[config.mk]
export PLATFORM = sky130hd
export DESIGN_NAME = word_deserializer
export DESIGN_NICKNAME = d
export VERILOG_FILES = /design/src/rtl/word_deserializer.sv
export SDC_FILE = /design/constraint.sdc
export NUM_CORES = 1
export LEC_CHECK = 0
export CORE_MARGIN = 4
export CORE_UTILIZATION = 48
export DETAILED_ROUTE_END_ITERATION = 16
export HOLD_SLACK_MARGIN = 0.15
export PLACE_DENSITY = 0.82
export SLEW_MARGIN = 15
export SYNTH_ARGS = -nofsm -noshare
export SYNTH_HDL_FRONTEND = slang
export SYNTH_SLANG_ARGS = --single-unit
[constraint.sdc]
create_clock -name clk -period 5.3 [get_ports clk]
set_clock_uncertainty 0.15 [all_clocks]
set_input_delay 1.325 -clock clk [delete_from_list [all_inputs] [get_ports clk]]
set_output_delay 1.325 -clock clk [all_outputs]
set_load 0.02 [all_outputs]
[src/rtl/word_deserializer.sv]
// Receive-side word deserializer: gathers N_SAMPLES words from a val/rdy
// stream into one packed vector, presented on a val/rdy output.
module word_deserializer #(
  parameter int BIT_WIDTH = 32,
  parameter int N_SAMPLES = 8
) (
  input  logic                           clk,
  input  logic                           reset,
  input  logic [BIT_WIDTH-1:0]           recv_msg,
  input  logic                           recv_val,
  output logic                           recv_rdy,
  output logic [BIT_WIDTH*N_SAMPLES-1:0] send_msg,
  output logic                           send_val,
  input  logic                           send_rdy
);

  localparam int               CNT_W = $clog2(N_SAMPLES) + 1;
  localparam logic [CNT_W-1:0] LAST  = CNT_W'(N_SAMPLES - 1);
  localparam logic [CNT_W-1:0] ONE   = CNT_W'(1);

  typedef enum logic {COLLECT, FULL} state_e;

  state_e               state_q, state_d;
  logic [CNT_W-1:0]     cnt_q, cnt_d;
  logic [BIT_WIDTH-1:0] slot_q [N_SAMPLES];
  logic                 wr_en;
  logic [CNT_W-1:0]     wr_idx;
  logic                 recv_fire;
  logic                 send_fire;

  assign send_val  = (state_q == FULL);
  // While full, a word can only enter when the held vector leaves this cycle.
  assign recv_rdy  = reset & ((state_q == COLLECT) | send_rdy);
  assign recv_fire = recv_val & recv_rdy;
  assign send_fire = send_val & send_rdy;

  always_comb begin
    state_d = state_q;
    cnt_d   = cnt_q;
    wr_en   = 1'b0;
    wr_idx  = cnt_q;
    case (state_q)
      COLLECT: begin
        if (recv_fire) begin
          wr_en = 1'b1;
          if (cnt_q == LAST) begin
            state_d = FULL;
            cnt_d   = '0;
          end else begin
            cnt_d = cnt_q + ONE;
          end
        end
      end
      FULL: begin
        if (send_fire) begin
          if (recv_fire) begin
            wr_en  = 1'b1;
            wr_idx = '0;
            if (N_SAMPLES == 1) begin
              state_d = FULL;
              cnt_d   = '0;
            end else begin
              state_d = COLLECT;
              cnt_d   = ONE;
            end
          end else begin
            state_d = COLLECT;
            cnt_d   = '0;
          end
        end
      end
      default: begin
        state_d = COLLECT;
        cnt_d   = '0;
      end
    endcase
  end

  always_ff @(posedge clk) begin
    if (!reset) begin
      state_q <= COLLECT;
      cnt_q   <= '0;
    end else begin
      state_q <= state_d;
      cnt_q   <= cnt_d;
    end
  end

  always_ff @(posedge clk) begin
    for (int i = 0; i < N_SAMPLES; i++) begin
      if (!reset) begin
        slot_q[i] <= '0;
      end else if (wr_en && (wr_idx == CNT_W'(i))) begin
        slot_q[i] <= recv_msg;
      end
    end
  end

  for (genvar g = 0; g < N_SAMPLES; g++) begin : g_pack
    assign send_msg[BIT_WIDTH*g +: BIT_WIDTH] = slot_q[g];
  end

endmodule

==> summary.md, run 1 <==
| Metric | Value |
|---|---|
| Via/cell ratio | roughly 5.6 |
| Gate count of the mapped netlist | 660 |
| Most frequent cell after synthesis | edfxtp_1 |
| Power per cell area | ~340 mW/mm^2 |
| Clock buffer depth | 3 |
| Sequential area share after synthesis | 0.767 |
| Post-synth design cell area | 0.0102 sq mm |
| Antenna fix cells | 0 |
| Clock root cell | clkbuf_16 |
| Synth Flop Type | edfxtp_1 |
| Hold Vio Cnt, Final | 0 |
| Fillcell total | approximately 1400 |
| Clock transition time at the flip-flop clock pins of the worst setup and hold paths | around 0.06 ns |
| Post-route DRC | 0 |
| Fin crit share | 0.818 |
| Commonest cells post-synth | edfxtp_1 (256), and3_1 (226), nor2_1 (37) |
| Pre-CTS WS | 0.811 ns |
| Number of synthesized register bits | between 200 and 300 |
| Crit path max fanout | 5 |
| Data required time at the worst endpoint | 3.83 ns |
| Fraction of layout cells with a size suffix above 1 | 0.0764 |
| Sort of element at the end of the critical path | output port |
| Kind of critical path | in -> out |
| Max VDD drop | 0.334 mV |
| Antenna violations before repair | 0 |
| Total I/O pin count | 294 |
| Total of hold buffers inserted after clock tree synthesis | 0 |
| Setup TNS after final layout | 0 ns |
| Final wirelength | slightly below 30000 microns |
| Number of synthesized flops with an enable pin | approximately 260 |
| Number of pins with negative max-slew slack in the final report | 0 |
| Vertical die dimension | 153 microns |
| Setup Fix Bufs, Post-CTS | 0 |
| CP Data Arrival Time | approximately 2.9 ns |
| Via total after detailed routing | 6867 |
| Unrepaired setup endpoints after global routing | no |
| Number of global-route vias before repair | around 6700 |
| First-pass iteration count of the detailed router | 5 |
| Run status | complete, no violations |
| Number of port buffers | about 290 |
| Count of different cell masters after synthesis | 35 |
| Die ar. | 0.0236 sq mm |
| Count of synthesis-stage warnings from yosys | 0 |
| Global-route wire length before repair | about 43000 microns |
| Smallest setup slack after layout | just under 1 ns |
| Avg Inst Size Synth | roughly 15 sq um |
| Sequential standard cell area | a little under 0.008 sq mm |
| Number of nets produced by synthesis | 697 |
| Worst rel slew slack | 0.256 |
| Horizontal die dimension | between 150 and 200 microns |
| Maximum number of pins on one net before global-route repair | around 130 |
| Clock period minus worst slack | about 4.3 ns |
| Core area | 0.0205 sq mm |
| Total routing resource utilization after global routing | 0.236 |
| Number of placement rows | between 50 and 60 |
| Final GP Congestion | 0.839 |
| Number of resized instances in the post-cts repair step | 0 |
| Count of antenna-violating nets left after detailed routing | 0 |
| Number of max-cap violations | 0 |
| # H-tree levels | 1 |
| Initial cell density of the core | 0.496 |
| Overflow left after global routing | 0 |
| FMAX | about 230 MHz |
| Worst Hold Class | reg -> reg |
| Cell taking the most area after synthesis | edfxtp_1 |
| P&R area growth vs syn | 39.2% |
| Violation count after the first detailed-route iteration | 536 |
| Total of endpoints with negative setup slack in the final report | 0 |
| Top area cells in the synthesized netlist | edfxtp_1 (76%), and3_1 (14%), buf_6 (1.6%) |
| Number of buffers created by CTS | 26 |
| WL per Instance | about 24 microns |
| DP HPWL | between 15000 and 20000 microns |
| CTS sink count | around 260 |
| Post-synth top area share | 0.757 |
| Category of the worst setup path launch point | primary input |
| CTS tree | built |
| Share of the core filled with cells in the final layout | 0.690 |
| Fraction of registers with async set or reset after synthesis | 0 |
| Leak | approximately 5.9 nW |
| Later-pin clock latency in the skew report | 0.52 ns |
| Multi-input logic area | 0.00209 sq mm |
| Least-Margin Pin Slew | around 1.1 ns |
| Final layout net count | slightly below 1000 |
-- flip-flops by register name, indices dropped and copies added (netlist names) --
register,count
slot_q,256
cnt_q,4
send_val,1
-- per-layer routing --
metal	track usage	share of wire	vias up
met1	0.299	0.37	3386
met5	0	0	-
met3	0.0735	0.10	57
met4	0.0656	0.030	0
li1	-	-	3041
met2	0.397	0.49	383
-- final cells by class --
| cell class | count | share of cell area |
|---|---|---|
| inverter | 1 | 0.000266 |
| clock buffer | 28 | 0.0466 |
| multi-input combinational | 339 | 0.148 |
| timing repair buffer | 307 | 0.216 |
| clock inverter | 20 | 0.0148 |
| tap | 270 | 0.0239 |
| sequential | 261 | 0.551 |
-- per-stage QoR --
| step | total power [mW] | hold WS (ns) | area [sq um] | cells |
|---|---|---|---|---|
| final | 4.78 | 0.424 | 14100 | 1226 |
| after global routing | 4.93 | 0.456 | 14100 | 1226 |
| after CTS | 4.80 | 0.420 | 14100 | 1226 |
| after detailed placement | 2.97 | 0.410 | 13300 | 1178 |
| after global placement | 2.96 | 0.393 | 13300 | 1178 |
| after floorplan | 2.67 | 0.362 | 10200 | 660 |
-- cell families (layout without fill, tap and decap cells) --
family / after synthesis / after routing / synth area share
simple gates: 322 / 322 / 0.183
flops: 261 / 261 / 0.767
compound gates: 14 / 14 / 0.0102
mux: 2 / 2 / 0.00197
buf+inv: 60 / 356 / 0.0365
fa+ha+maj: 1 / 1 / 0.00123
-- report_power, final --
part           internal, mW  switching [mW]
Clock                  1.09           0.759
Combinational         0.200           0.332
Sequential             2.36          0.0313
Total                  3.65            1.12
-- critical path, cell delays in order --
cell and delay [ns]:
clkdlybuf4s50_1 0.55, nand2b_1 0.21, and2_1 0.16, clkdlybuf4s50_1 0.62
-- path summary, 6_finish.rpt --
check	start	endpoint	slack (ns)	cells past startpoint
setup reg to reg	send_val	slot_q[0][1]	2.31	4
setup / recovery	send_rdy	recv_rdy	0.97	4
hold reg to reg	cnt_q[3]	cnt_q[3]	0.42	2
hold / removal	cnt_q[3]	cnt_q[3]	0.42	2
-- placed cells by master (no fill, tap or decap), drive strengths merged, types with 2 or more instances in the layout --
cell and n:
nor2 38, nand2b 2, nand4 2, edfxtp 256, dfxtp 5, and3 227, clkdlybuf4s50 293, o21ai 5
o31ai 2, nand2 35, nand3b 2, clkinv 16, mux2i 2, and2 3, nor2b 3, a21bo 2
clkbuf 28, bufinv 4, nand3 5, buf 14
Power figures use the tool's default switching activity.
==> inputs of run 2 (changes only) <==
==> constraint.sdc (replaced) <==
create_clock -name clk -period 4.3 [get_ports clk]
set_clock_uncertainty 0.15 [all_clocks]
set_input_delay 1.075 -clock clk [delete_from_list [all_inputs] [get_ports clk]]
set_output_delay 1.075 -clock clk [all_outputs]
set_load 0.02 [all_outputs]
==> run 2 against run 1 <==
Against the previous run:
- sequential share of layout area hardly changed
- core utilization is 0.055 points lower
- hold slack worse by 0.0088 ns
- non-clock buffer count is 5 higher
- largest power group unchanged
==> summary.md, run 2 (same netlist as run 1, synthesis figures left out) <==
| Metric | Value |
|---|---|
| Hold path depth | 2 (unchanged) |
| Total of hold buffers inserted after clock tree synthesis | 0 (unchanged) |
| Final layout net count | 978 (+0.51%) |
| Comb power frac | 0.115 (+0.003) |
| Crit path max fanout | 5 (unchanged) |
| Clock transition time at the flip-flop clock pins of the worst setup and hold paths | 0.06 ns (about the same) |
| Initial cell density of the core | 0.496 (unchanged) |
| Clock Power Share | 0.372 (-0.016) |
| Max VDD drop | 0.369 mV (+10%) |
| Clock buffer depth | 3 (unchanged) |
| Register with the most flip-flops | slot_q |
| Count of antenna-violating nets left after detailed routing | 0 (unchanged) |
| Kind of critical path | in -> out |
| Cell type with the highest occurrence count on the critical path | clkdlybuf4s50_1 |
| Vertical die dimension | 153 microns (unchanged) |
| First-pass iteration count of the detailed router | 5 (unchanged) |
| Later-pin clock latency in the skew report | 0.51 ns (about the same) |
| Data required time at the worst endpoint | 3.07 ns (-0.76 ns) |
| Clock root cell | clkbuf_16 |
| Category of the worst setup path launch point | primary input |
| Most common library cell in the layout ignoring fill and taps | clkdlybuf4s50_1 |
| Number of max-cap violations | 0 (unchanged) |
| Least-Margin Pin Slew | 1.11 ns (-0.0104 ns) |
| CTS sink count | 261 (unchanged) |
| Violation count after the first detailed-route iteration | 503 (-6.2%) |
| Cell internal pwr | 4.41 mW (+21%) |
| Setup TNS after final layout | 0 ns (unchanged) |
| Delay contributed by the slowest stage of the critical path | 0.63 ns (about the same) |
| Fillcell total | 1395 (-0.64%) |
| DP HPWL | 18500 microns (-1.1%) |
| Via/cell ratio | 5.58 (-0.36%) |
| Number of resized instances in the post-cts repair step | 0 (unchanged) |
| Leak | 5.91 nW (-0.28%) |
| Fin crit share | 0.890 |
| Number of global-route vias before repair | 6775 (+0.80%) |
| Share of the core filled with cells in the final layout | 0.689 (about the same) |
| Total I/O pin count | 294 (unchanged) |
| Unrepaired setup endpoints after global routing | no |
| P&R area growth vs syn | 39.1% (about the same) |
| Sequential standard cell area | 0.00779 sq mm (unchanged) |
| FMAX | 261 MHz |
| Commonest cells after routing, fill and taps aside | clkdlybuf4s50_1 (293), edfxtp_1 (256), and3_1 (224), nor2_1 (37), nand2_1 (35) |
| CP Data Arrival Time | 2.60 ns (-0.26 ns) |
| Clock period minus worst slack | between 3 and 4 ns |
| Number of buffers created by CTS | 26 (unchanged) |
| Buffers & Inverters on Critical Path | 2 (unchanged) |
| Antenna fix cells | 0 (unchanged) |
| # H-tree levels | 1 (unchanged) |
| Global-route wire length before repair | 42700 microns (-0.19%) |
| Maximum number of pins on one net before global-route repair | 129 (unchanged) |
| Hold Vio Cnt, Final | 0 (unchanged) |
| Net switching power | 1.33 mW (+19%) |
| WL per Instance | 23.5 microns (-0.56%) |
| Post-route worst hold slack | 0.415 ns (-0.00885 ns) |
| Depth of the worst register-to-register path | 3 (-1) |
| Number of flip-flops under the largest register name | 256 (unchanged) |
| Number of placement rows | 52 (unchanged) |
| Net switching share of the total power | 0.232 (-0.00304) |
| Reg power frac | 0.513 (+0.012) |
| Die ar. | 0.0236 sq mm (unchanged) |
| Total routing resource utilization after global routing | 0.235 (-0.000969) |
| CP Cell Sequence | clkdlybuf4s50_1 -> nand2b_1 -> and2_1 -> clkdlybuf4s50_1 |
| Number of port buffers | 293 (unchanged) |
| Sort of element at the end of the critical path | output port |
| Multi-input logic area | 0.00210 sq mm (+0.36%) |
| Post-route DRC | 0 (unchanged) |
| Antenna violations before repair | 0 (unchanged) |
| Setup Fix Bufs, Post-CTS | 0 (unchanged) |
| Pre-CTS WS | 0.429 ns (-0.382 ns) |
| Smallest setup slack after layout | 0.472 ns (-0.493 ns) |
| Overflow left after global routing | 0 (unchanged) |
| Horizontal die dimension | 153 microns (unchanged) |
| Power per cell area | 407 mW/mm^2 (+20%) |
| Critical path's top delay family | buffers and inverters |
| CTS tree | built |
| Number of pins with negative max-slew slack in the final report | 0 (unchanged) |
| Worst rel slew slack | 0.263 (+0.00691) |
| Total of endpoints with negative setup slack in the final report | 0 (unchanged) |
| Core area | 0.0205 sq mm (unchanged) |
| Final GP Congestion | 0.829 (-1.2%) |
| Critical Path Stages | 4 (unchanged) |
| Fraction of layout cells with a size suffix above 1 | 0.0721 (-0.00426) |
| Via total after detailed routing | 6848 (-0.28%) |
| Run status | complete, no violations |
| Final wirelength | 28900 microns (-0.48%) |
| Worst Hold Class | reg -> reg |
| Cell with the largest stage delay on the worst path | clkdlybuf4s50_1 |
-- run 2: cell types whose count changed in the layout (fill, tap and decap cells not counted), sizes merged --
cell,before,now
clkbuf,28,32
clkinvlp,0,1
buf,14,19
bufinv,4,2
clkinv,16,9
-- run 2: path summary, 6_finish.rpt --
check                        to  slack [ns]      from
hold / removal         cnt_q[3]        0.42  cnt_q[3]
setup reg to reg  slot_q[1][52]        1.80  send_val
hold reg to reg        cnt_q[3]        0.42  cnt_q[3]
setup / recovery       recv_rdy        0.47  send_rdy
-- run 2: power by group through the flow --
stage | Sequential, mW | Clock (mW) | Combinational [mW]
final | 2.95 | 2.14 | 0.663
after global routing | 2.96 | 2.29 | 0.692
after CTS | 2.95 | 2.16 | 0.667
after detailed placement | 3.00 | 0 | 0.664
after global placement | 3.00 | 0 | 0.655
after floorplan | 3.15 | 0 | 0.139
-- run 2: cell type report --
type | instances | share of cell area
tap | 270 | 0.0239
sequential | 261 | 0.551
clock buffer | 32 | 0.0492
inverter | 1 | 0.000266
timing repair buffer | 312 | 0.220
clock inverter | 12 | 0.00735
multi-input combinational | 339 | 0.148
-- run 2: worst min-delay path, delay by kind of cell (launching register included) --
kind	cells	cell delay (ns)
flip-flops	1	0.36
AND/OR/NAND/NOR	1	0.10
multiplexers	1	0.06
-- run 2: metrics by stage --
step / cells / cell area, sq um / total power, mW
global placement: 1183 / 13300 / 3.65
global route: 1227 / 14100 / 5.94
CTS: 1227 / 14100 / 5.78
floorplan: 660 / 10200 / 3.29
finish: 1227 / 14100 / 5.75
detailed placement: 1183 / 13300 / 3.67
-- run 2: layer usage --
| layer | share of wire | vias to the layer above | track usage |
|---|---|---|---|
| li1 | - | 3040 | - |
| met1 | 0.37 | 3350 | 0.296 |
| met2 | 0.50 | 395 | 0.399 |
| met3 | 0.10 | 63 | 0.0650 |
| met4 | 0.031 | 0 | 0.0723 |
| met5 | 0 | - | 0 |
